$ cat config.mk
export PLATFORM = sky130hd
export DESIGN_NAME = ub_access_arbiter
export DESIGN_NICKNAME = d
export VERILOG_FILES = /design/src/rtl/ub_access_arbiter.sv
export SDC_FILE = /design/constraint.sdc
export NUM_CORES = 1
export LEC_CHECK = 0
export ABC_AREA = 1
export CAP_MARGIN = 5
export CORE_AREA = 3 3 634 636
export CTS_BUF_LIST = sky130_fd_sc_hd__clkbuf_4 sky130_fd_sc_hd__clkbuf_8
export DETAILED_ROUTE_END_ITERATION = 16
export DIE_AREA = 0 0 637 639
export PLACE_DENSITY = 0.3
export SYNTH_ARGS = -nofsm -noshare
export SYNTH_HDL_FRONTEND = slang
export SYNTH_SLANG_ARGS = --single-unit
$ cat constraint.sdc
create_clock -name clk -period 3 [get_ports clk]
set_input_delay 0.6 -clock clk [delete_from_list [all_inputs] [get_ports clk]]
set_output_delay 0.6 -clock clk [all_outputs]
set_load 0.02 [all_outputs]
$ cat src/rtl/ub_access_arbiter.sv
// Round-robin, burst-locked arbiter for the unified-buffer command port.
// A won burst owns the buffer until ub_done or a watchdog abort; bank flips happen only while idle.
module ub_access_arbiter #(
  parameter int NREQ    = 3,
  parameter int ADDR_W  = 9,
  parameter int DATA_W  = 256,
  parameter int TIMEOUT = 1024
) (
  input  logic                     clk,
  input  logic                     rst,
  input  logic [NREQ-1:0]          req,
  input  logic [NREQ-1:0]          req_wr,
  input  logic [NREQ*ADDR_W-1:0]   req_addr,
  input  logic [NREQ*ADDR_W-1:0]   req_count,
  input  logic [NREQ*DATA_W-1:0]   req_wr_data,
  input  logic                     buf_toggle,
  output logic [NREQ-1:0]          grant,
  output logic [NREQ-1:0]          done,
  output logic [NREQ-1:0]          rd_valid,
  output logic [DATA_W-1:0]        rd_data,
  output logic                     timeout_err,
  output logic                     ub_rd_en,
  output logic                     ub_wr_en,
  output logic [ADDR_W-1:0]        ub_rd_addr,
  output logic [ADDR_W-1:0]        ub_wr_addr,
  output logic [ADDR_W-1:0]        ub_rd_count,
  output logic [ADDR_W-1:0]        ub_wr_count,
  output logic [DATA_W-1:0]        ub_wr_data,
  output logic                     ub_buf_sel,
  input  logic [DATA_W-1:0]        ub_rd_data,
  input  logic                     ub_rd_valid,
  input  logic                     ub_busy,
  input  logic                     ub_done
);

  localparam int IDX_W = (NREQ > 1) ? $clog2(NREQ) : 1;
  localparam int WD_W  = $clog2(TIMEOUT);

  typedef enum logic [1:0] {S_IDLE, S_ISSUE, S_WAIT, S_FINISH} state_t;

  state_t            state_q, state_d;
  logic [IDX_W-1:0]  owner_q, owner_d;
  logic [IDX_W-1:0]  rr_ptr_q, rr_ptr_d;
  logic              owner_wr_q, owner_wr_d;
  logic [ADDR_W-1:0] addr_q, addr_d;
  logic [ADDR_W-1:0] count_q, count_d;
  logic [WD_W-1:0]   wd_q, wd_d;
  logic              abort_q, abort_d;
  logic              pend_q, pend_d;
  logic              buf_sel_q, buf_sel_d;

  // Round-robin search upward from rr_ptr+1, wrapping modulo NREQ.
  logic             found;
  logic [IDX_W-1:0] pick;
  int               cand;

  always_comb begin
    found = 1'b0;
    pick  = '0;
    cand  = 0;
    for (int k = 1; k <= NREQ; k++) begin
      cand = (int'(rr_ptr_q) + k) % NREQ;
      if (!found && req[cand]) begin
        found = 1'b1;
        pick  = IDX_W'(cand);
      end
    end
  end

  always_comb begin
    state_d    = state_q;
    owner_d    = owner_q;
    rr_ptr_d   = rr_ptr_q;
    owner_wr_d = owner_wr_q;
    addr_d     = addr_q;
    count_d    = count_q;
    wd_d       = wd_q;
    abort_d    = abort_q;
    pend_d     = pend_q | buf_toggle;
    buf_sel_d  = buf_sel_q;
    case (state_q)
      S_IDLE: begin
        if (pend_q) begin
          // A pending flip blocks arbitration for this cycle even if ub_busy stalls it.
          if (!ub_busy) begin
            buf_sel_d = ~buf_sel_q;
            pend_d    = buf_toggle;
          end
        end else if (found) begin
          owner_d    = pick;
          rr_ptr_d   = pick;
          owner_wr_d = req_wr[pick];
          addr_d     = req_addr[int'(pick)*ADDR_W +: ADDR_W];
          count_d    = req_count[int'(pick)*ADDR_W +: ADDR_W];
          abort_d    = 1'b0;
          wd_d       = '0;
          state_d    = (req_count[int'(pick)*ADDR_W +: ADDR_W] == '0) ? S_FINISH : S_ISSUE;
        end
      end
      S_ISSUE: begin
        wd_d    = '0;
        state_d = S_WAIT;
      end
      S_WAIT: begin
        if (ub_done) begin
          state_d = S_FINISH;
        end else if (wd_q == WD_W'(TIMEOUT - 1)) begin
          abort_d = 1'b1;
          state_d = S_FINISH;
        end else begin
          wd_d = wd_q + 1'b1;
        end
      end
      S_FINISH: state_d = S_IDLE;
      default:  state_d = S_IDLE;
    endcase
  end

  // NOTE: state flops use non-blocking assignments so every register samples pre-edge values.
  always_ff @(posedge clk) begin
    if (rst) begin
      state_q    <= S_IDLE;
      owner_q    <= '0;
      rr_ptr_q   <= IDX_W'(NREQ - 1);
      owner_wr_q <= 1'b0;
      addr_q     <= '0;
      count_q    <= '0;
      wd_q       <= '0;
      abort_q    <= 1'b0;
      pend_q     <= 1'b0;
      buf_sel_q  <= 1'b0;
    end else begin
      state_q    <= state_d;
      owner_q    <= owner_d;
      rr_ptr_q   <= rr_ptr_d;
      owner_wr_q <= owner_wr_d;
      addr_q     <= addr_d;
      count_q    <= count_d;
      wd_q       <= wd_d;
      abort_q    <= abort_d;
      pend_q     <= pend_d;
      buf_sel_q  <= buf_sel_d;
    end
  end

  always_comb begin
    grant       = '0;
    done        = '0;
    timeout_err = 1'b0;
    ub_rd_en    = 1'b0;
    ub_wr_en    = 1'b0;
    ub_rd_addr  = '0;
    ub_wr_addr  = '0;
    ub_rd_count = '0;
    ub_wr_count = '0;
    ub_wr_data  = '0;
    if (state_q == S_ISSUE || state_q == S_WAIT) begin
      grant      = NREQ'(1) << owner_q;
      ub_wr_data = req_wr_data[int'(owner_q)*DATA_W +: DATA_W];
    end
    if (state_q == S_ISSUE) begin
      ub_rd_en = ~owner_wr_q;
      ub_wr_en = owner_wr_q;
      if (owner_wr_q) begin
        ub_wr_addr  = addr_q;
        ub_wr_count = count_q;
      end else begin
        ub_rd_addr  = addr_q;
        ub_rd_count = count_q;
      end
    end
    if (state_q == S_FINISH) begin
      done        = NREQ'(1) << owner_q;
      timeout_err = abort_q;
    end
  end

  assign rd_valid   = grant & {NREQ{ub_rd_valid & ~owner_wr_q}};
  assign rd_data    = ub_rd_data;
  assign ub_buf_sel = buf_sel_q;

endmodule

=== Word-level counts from Yosys, hierarchy flattened ===
Cells that the tools add are included.

* Add/subtract/negate cells: 4
* Multipliers: 1
* Div/mod/pow operators: 3
* Order comparisons: 4
* Eq/ne operators: 10
* Shift-type cells: 4
* Multiplexer cells: 50
* Bitwise gates (word level): 7
* Reductions and logical operators: 14

{| class="wikitable"
|+ Operators by type and width
! kind !! number
|-
| indexed part select 768 x 11 -> 256 bit || 1
|-
| two-way mux 256 bit || 1
|-
| < comparator 32 x 4 -> 1 bit, second input constant || 3
|-
| modulo 32 x 3 -> 32 bit, second input constant || 3
|-
| two-way mux 9 bit || 8
|-
| two-way mux 10 bit || 4
|-
| indexed part select 27 x 32 -> 9 bit || 1
|-
| one-hot mux 10 bit (3 select lines) || 1
|-
| indexed part select 27 x 7 -> 9 bit || 1
|-
| two-way mux 1 bit || 20
|-
| two-way mux 2 bit || 8
|-
| adder 10 x 1 -> 10 bit, second input constant || 1
|-
| == test 10 bit, second input constant || 1
|-
| inequality test 2 bit, second input constant || 5
|-
| AND reduction 5 bit || 2
|-
| zero test 9 bit || 1
|-
| AND reduction 3 bit || 3
|-
| binary-select mux 1 bit (select 2 bit) || 4
|-
| one-hot mux 2 bit (4 select lines) || 1
|-
| adder 2 x 2 -> 3 bit, second input constant || 2
|-
| multiplier 2 x 4 -> 6 bit, second input constant || 1
|-
| two-way mux 3 bit || 2
|-
| == test 2 bit, second input constant || 2
|-
| NOT 1 bit || 4
|-
| 15 further kinds || 17
|}

* Register bits: 38
* Input port bits: 1090
* Output and inout port bits: 561
* Logic and storage cells: 107

=== Logic depth before layout (Yosys ltp) ===
* Depth after elaboration: 19
* Depth in mapped cells: 20
* Mapped depth without buffers: 18

=== Least setup slack after synthesis ===
OpenSTA, ideal clock, no wires.

* Kind: reg2out
* Start point: register state_q[0]
* End point: output ub_wr_data[230]
* Data arrival time: 2.086 ns
* Required time: 2.400 ns
* Setup slack: 0.314 ns
* Stages on the path, launching flop included: 10
* Buffers on the path: 3
* Cells stage by stage: dfxtp_1 inv_1 ha_1 inv_1 clkbuf_1 nor2_1 clkbuf_1 clkbuf_1 nand2_1 nand3_1

* Cells in the longest elaborated chain, start to end: 3

{| class="wikitable"
|+ RTL lines
! item !! line !! source
|-
| start: declaration || 41 || <nowiki>state_t state_q, state_d;</nowiki>
|-
| start signal: assignment || 133 || <nowiki>state_q <= state_d;</nowiki>
|-
| == test 2 x 1 -> 1 bit / == test 2 bit (equally long branches) || 157 || <nowiki>if (state_q == S_ISSUE || state_q == S_WAIT) begin</nowiki>
|-
| logical OR 1 bit * || 157 ||
|-
| two-way mux 256 bit * || 157 ||
|-
| end: declaration || 28 || <nowiki>output logic [DATA_W-1:0] ub_wr_data,</nowiki>
|}

Mark *: on every way between the ends. The rest lies on a longest branch, timed or not.

=== Final worst setup path ===
* Start point: register owner_q[0]
* End point: output ub_wr_data[184]

* Cells in the longest elaborated chain, start to end: 2

{| class="wikitable"
|+ RTL lines
! item !! line !! source
|-
| start: declaration || 42 || <nowiki>logic [IDX_W-1:0] owner_q, owner_d;</nowiki>
|-
| start signal: assignment || 134 || <nowiki>owner_q <= owner_d;</nowiki>
|-
| indexed part select 768 x 11 -> 256 bit || 159 || <nowiki>ub_wr_data = req_wr_data[int'(owner_q)*DATA_W +: DATA_W];</nowiki>
|-
| two-way mux 256 bit || 157 ||
|}

No other way between the ends.

==> impl_summary.md <==
Status
The run finished, with violations left. The checks that failed: setup timing.

Floorplanning
The core region area is a little under 0.4 mm2. The initial core utilization is 0.0247. The standard-cell row count is 231. The total I/O pin count is 1,651.

The die covers 0.407 mm2. Measured along the y axis, the die boundary spans 639 um. In this run the horizontal extent of the chip is 637 um.

Yosys
Of the total synthesized cell area, the portion taken by AND, OR, NAND and NOR gates is 0.465. The synthesized area per cell is 5.17 um2. Of the total synthesized cell area, the portion taken by full adders, half adders and majority gates is 0.0115. The number of different library cells in the post-synthesis netlist is 34. The combinational family with the most area after synthesis is simple AND/OR/NAND/NOR gates.

The area of the mapped netlist is 0.00978 mm2. The number of flip-flops and latches in the synthesized netlist is 37. The part of the Yosys area used for sequential elements is 0.0758.

Counting every net in the synthesized netlist gives 2,989. The complex-gate fraction of the synthesized area came to 0.133. During synthesis, Yosys emitted a total of 0 warnings. Of the total synthesized cell area, the portion taken by XOR and XNOR cells is 0.00448. The multiplexer share of the synthesized area is 0.

Counting every instance in the synthesized netlist gives around 1,900.

Pwr
The share of total power dissipated in the clock network is 0.015. IR analysis of the VDD net gives a maximum drop of between 500 and 600 uV. The total power after layout is 39.5 mW. The power density relative to cell area is 1180 mW/mm2. The internal power of the cells is about 17 mW. Of the total power, the share spent switching nets is 0.567. Summed over all cells, the static leakage comes to between 10 and 15 nW. The share of power burned in registers is 0.019.

Of the total power, combinational logic draws 0.966. In this run the power spent charging and discharging nets is 22.4 mW.

STA
Across all setup checks in the final design, the least slack found is -0.00774 ns. In this run the tightest slew margin relative to its limit is 0.550. Of the available clock period, the critical path in the final layout requires 1.00. The final max-slew violation count came to 0.

At the pin with the least slew margin, the transition time is around 0.67 ns. The final setup violation count is 2. On the final layout, the worst clock skew is ~0.013 ns.

Derived from the worst setup path, the maximum achievable clock frequency is between 300 and 400 MHz. Setup repair after global routing could not meet its margin everywhere. The clock period minus final worst setup slack is 3.01 ns. The number of failing hold endpoints at the final stage is 0.

Finish
For this run, the post-layout net count is 4,059. The share of layout cells above drive strength 1 is 0.291. The layout overhead on the synthesized area is 241%. Fill cells in the final layout number 46,374.

Route
The number of design rule violations left after detail routing is 0. The number of DRC violations after detailed-routing iteration 0 is 1,535. In the final routing, the length of wire on met1 measures 119 mm.

The routed layout has 19,618 vias. The detail route stage leaves a number of antenna-violating nets equal to 0. The average routed wire per standard cell is 43.0 um. The first-pass iteration count of the detailed router is 5. In the detailed route, the total length drawn on met3 is 65.1 mm. In this run the top signal layer used is met5. The total wire length is 356 mm.

The number of vias per cell is 2.37. The met2 wire length is 161 mm.

Critical path
STA puts the critical path data arrival time at 2.41 ns. The required time of the worst setup path is 2.40 ns. The startpoint of the worst-slack reg-to-reg timing path is owner_q[0]$_SDFFE_PP0P_. For the worst flop-to-flop path, the logic depth is 18.

The nature of the critical path startpoint is a flip-flop. The kind of capture point of the worst setup path is an output port. For flop-to-flop paths, the worst setup slack is 0.31 ns.

The worst register-to-register path ends at wd_q[6]$_SDFFE_PP0P_. The setup path with the least slack is of type flip-flop to output port. The maximum fanout encountered on the critical timing path is 23.

Clock network
After clock tree synthesis, the flow added hold-fix buffers numbering 0. TritonCTS built the clock tree. The clock slew seen by the registers of the worst setup and hold paths is around 0.1 ns.

The cell sitting at the root of the clock tree is a sky130_fd_sc_hd__clkbuf_8. The number of buffers created by CTS is 5. The source-to-sink clock delay at the later pin of the worst-skew pair is 0.33 ns. The maximum clock insertion buffer count is 2. Clock tree synthesis found a total of 37 sinks. CTS built an H-tree with a depth of 2.

Global routing
The initial antenna violation count is 324. The global-route wire length before repair is around 400 mm. Entering global routing, the biggest net connects 44 pins. The via count of the first global-routing pass is 19,140. The global-route congestion overflow total is 0. The total routing resource utilization after global routing is 0.166.

Placement
Port buffering added ~1,100 buffers. The last weighted congestion value of the routability-driven placer is ~0.9. OpenSTA, run right after detailed placement, puts the worst setup slack at -0.589 ns. The HPWL after detailed placement is 328 mm.

Hold path
The path class of the tightest hold or removal check is flip-flop to flip-flop. Counting instances, the worst hold path has a depth of 1. The source of the worst hold timing path is ub_buf_sel$_SDFFE_PP0P_. The endpoint with the worst hold slack is ub_buf_sel$_SDFFE_PP0P_.

Flow run
The number of maximum-capacitance violations is 0.
==> how the worst max path moves through the flow <==
stage,to,depth (start not counted),slack (ns),startpoint
detailed placement,ub_wr_data[141],10,-0.59,owner_q[0]$_SDFFE_PP0P_
floorplan,ub_wr_data[230],9,0.31,state_q[0]$_SDFFE_PP0P_
CTS,ub_wr_data[17],11,-0.22,owner_q[0]$_SDFFE_PP0P_
global route,ub_wr_data[239],10,-0.11,owner_q[0]$_SDFFE_PP0P_
finish,ub_wr_data[184],10,-0.008,owner_q[0]$_SDFFE_PP0P_
global placement,ub_wr_data[130],9,-0.64,owner_q[0]$_SDFFE_PP0P_
==> area by class of cell <==
type                    count  area, um2  share of cell area
repair buffers           1432      17500               0.526
clock buffers               5       68.8             0.00207
well taps                5242       6560               0.197
diodes                     62        155             0.00466
inverters                 169        656              0.0197
multi-input cells        1315       7540               0.226
clock inverters             3       68.8             0.00207
flip-flops and latches     37        746              0.0224
==> stage by stage <==
stage               setup TNS (ns)  instances    util  hold WS [ns]  instance area, um2
floorplan                        0       1890       -         0.424                9780
global placement            -14.79       8123  0.0759         0.453               30100
detailed placement          -12.98       8123  0.0759         0.446               30100
CTS                          -6.16       8176  0.0801         0.469               31700
global route                 -2.51       8210  0.0837         0.478               33200
finish                    -0.00903       8265  0.0841         0.463               33300
==> Yosys cell counts <==
cell type	number	area (um2)
sky130_fd_sc_hd__nand3_4	2	35.0
sky130_fd_sc_hd__nand2_1	797	2990
sky130_fd_sc_hd__inv_1	162	608
sky130_fd_sc_hd__buf_1	4	15.0
sky130_fd_sc_hd__clkbuf_1	83	312
sky130_fd_sc_hd__or2_2	8	50.1
sky130_fd_sc_hd__a31oi_1	27	169
sky130_fd_sc_hd__ha_1	9	113
sky130_fd_sc_hd__dfxtp_1	37	741
sky130_fd_sc_hd__nor4_1	2	12.5
sky130_fd_sc_hd__a41oi_1	1	8.76
sky130_fd_sc_hd__buf_6	1	11.3
sky130_fd_sc_hd__a22oi_1	94	706
sky130_fd_sc_hd__o21ai_0	34	170
sky130_fd_sc_hd__a211oi_1	3	22.5
sky130_fd_sc_hd__o211ai_1	8	60.1
sky130_fd_sc_hd__nand2_2	4	25.0
sky130_fd_sc_hd__xnor2_1	1	8.76
sky130_fd_sc_hd__o21ai_1	4	20.0
sky130_fd_sc_hd__nor2_4	1	11.3
sky130_fd_sc_hd__nand3_2	7	70.1
sky130_fd_sc_hd__a21oi_1	21	105
sky130_fd_sc_hd__a221oi_2	2	30.0
sky130_fd_sc_hd__inv_2	6	22.5
sky130_fd_sc_hd__o21ai_2	1	8.76
sky130_fd_sc_hd__inv_4	1	6.26
sky130_fd_sc_hd__buf_2	22	110
sky130_fd_sc_hd__nor2_1	72	270
sky130_fd_sc_hd__nand3_1	200	1000
sky130_fd_sc_hd__xor2_1	4	35.0
sky130_fd_sc_hd__nand2_4	1	11.3
sky130_fd_sc_hd__buf_4	259	1940
sky130_fd_sc_hd__nor3_1	7	35.0
sky130_fd_sc_hd__nand3b_1	5	37.5
==> routing by layer <==
layer / vias up / global-route usage
li1: 7967 / -
met1: 9067 / 0.162
met2: 1912 / 0.275
met3: 550 / 0.139
met4: 122 / 0.0221
met5: - / 0.00319
==> layout by cell type (no fill, tap or decap), types with 26 or more instances in the layout <==
cell type                         instances
sky130_fd_sc_hd__nor2_1                  66
sky130_fd_sc_hd__buf_6                   29
sky130_fd_sc_hd__diode_2                 62
sky130_fd_sc_hd__clkdlybuf4s50_1        873
sky130_fd_sc_hd__dfxtp_1                 33
sky130_fd_sc_hd__nand2_1                700
sky130_fd_sc_hd__nand3_1                 79
sky130_fd_sc_hd__nand3_4                 49
sky130_fd_sc_hd__inv_1                  155
sky130_fd_sc_hd__o21ai_0                 26
sky130_fd_sc_hd__buf_12                 303
sky130_fd_sc_hd__nand3_2                 81
sky130_fd_sc_hd__buf_4                  179
sky130_fd_sc_hd__nand2_2                 84
sky130_fd_sc_hd__a22oi_1                 86
==> worst max-delay path: stages, from the launching register on <==
cell                      delay, ns
sky130_fd_sc_hd__dfxtp_2       0.34
sky130_fd_sc_hd__buf_6         0.13
sky130_fd_sc_hd__nor2_4        0.20
sky130_fd_sc_hd__buf_4         0.22
sky130_fd_sc_hd__buf_8         0.21
sky130_fd_sc_hd__buf_16        0.21
sky130_fd_sc_hd__nand2_2       0.15
sky130_fd_sc_hd__nand2_1       0.13
sky130_fd_sc_hd__nand2_1       0.07
sky130_fd_sc_hd__inv_1         0.22
sky130_fd_sc_hd__buf_12        0.15
==> sequential cells by signal, indices dropped and copies added (netlist names) <==
name	count
ub_buf_sel	1
owner_q	2
addr_q	9
wd_q	10
count_q	9
pend_q	1
owner_wr_q	1
abort_q	1
rr_ptr_q	1
state_q	2
==> power by group through the flow <==
stage	Sequential (mW)	Combinational, mW	Clock (mW)
3_3_place_gp	0.767	34.9	0
6_report	0.758	38.1	0.583
3_5_place_dp	0.761	34.6	0
5_1_grt	0.778	40.4	0.632
2_1_floorplan	0.754	9.96	0
4_1_cts	0.757	37.5	0.621
==> kinds of logic after synthesis <==
group           count (synthesis)
compound gates                195
fa+ha+maj                       9
buf+inv                       538
simple gates                 1106
xor+xnor                        5
flops                          37
==> repair_timing <==
| action | CTS | global route |
|---|---|---|
| setup endpoints to repair | 221 | 137 |
| gates resized for setup | 188 | 272 |
| pin swaps | 15 | 45 |
| buffers inserted | 33 | 20 |
| gates cloned | 13 | 13 |
(Power assumes the default switching activity.)
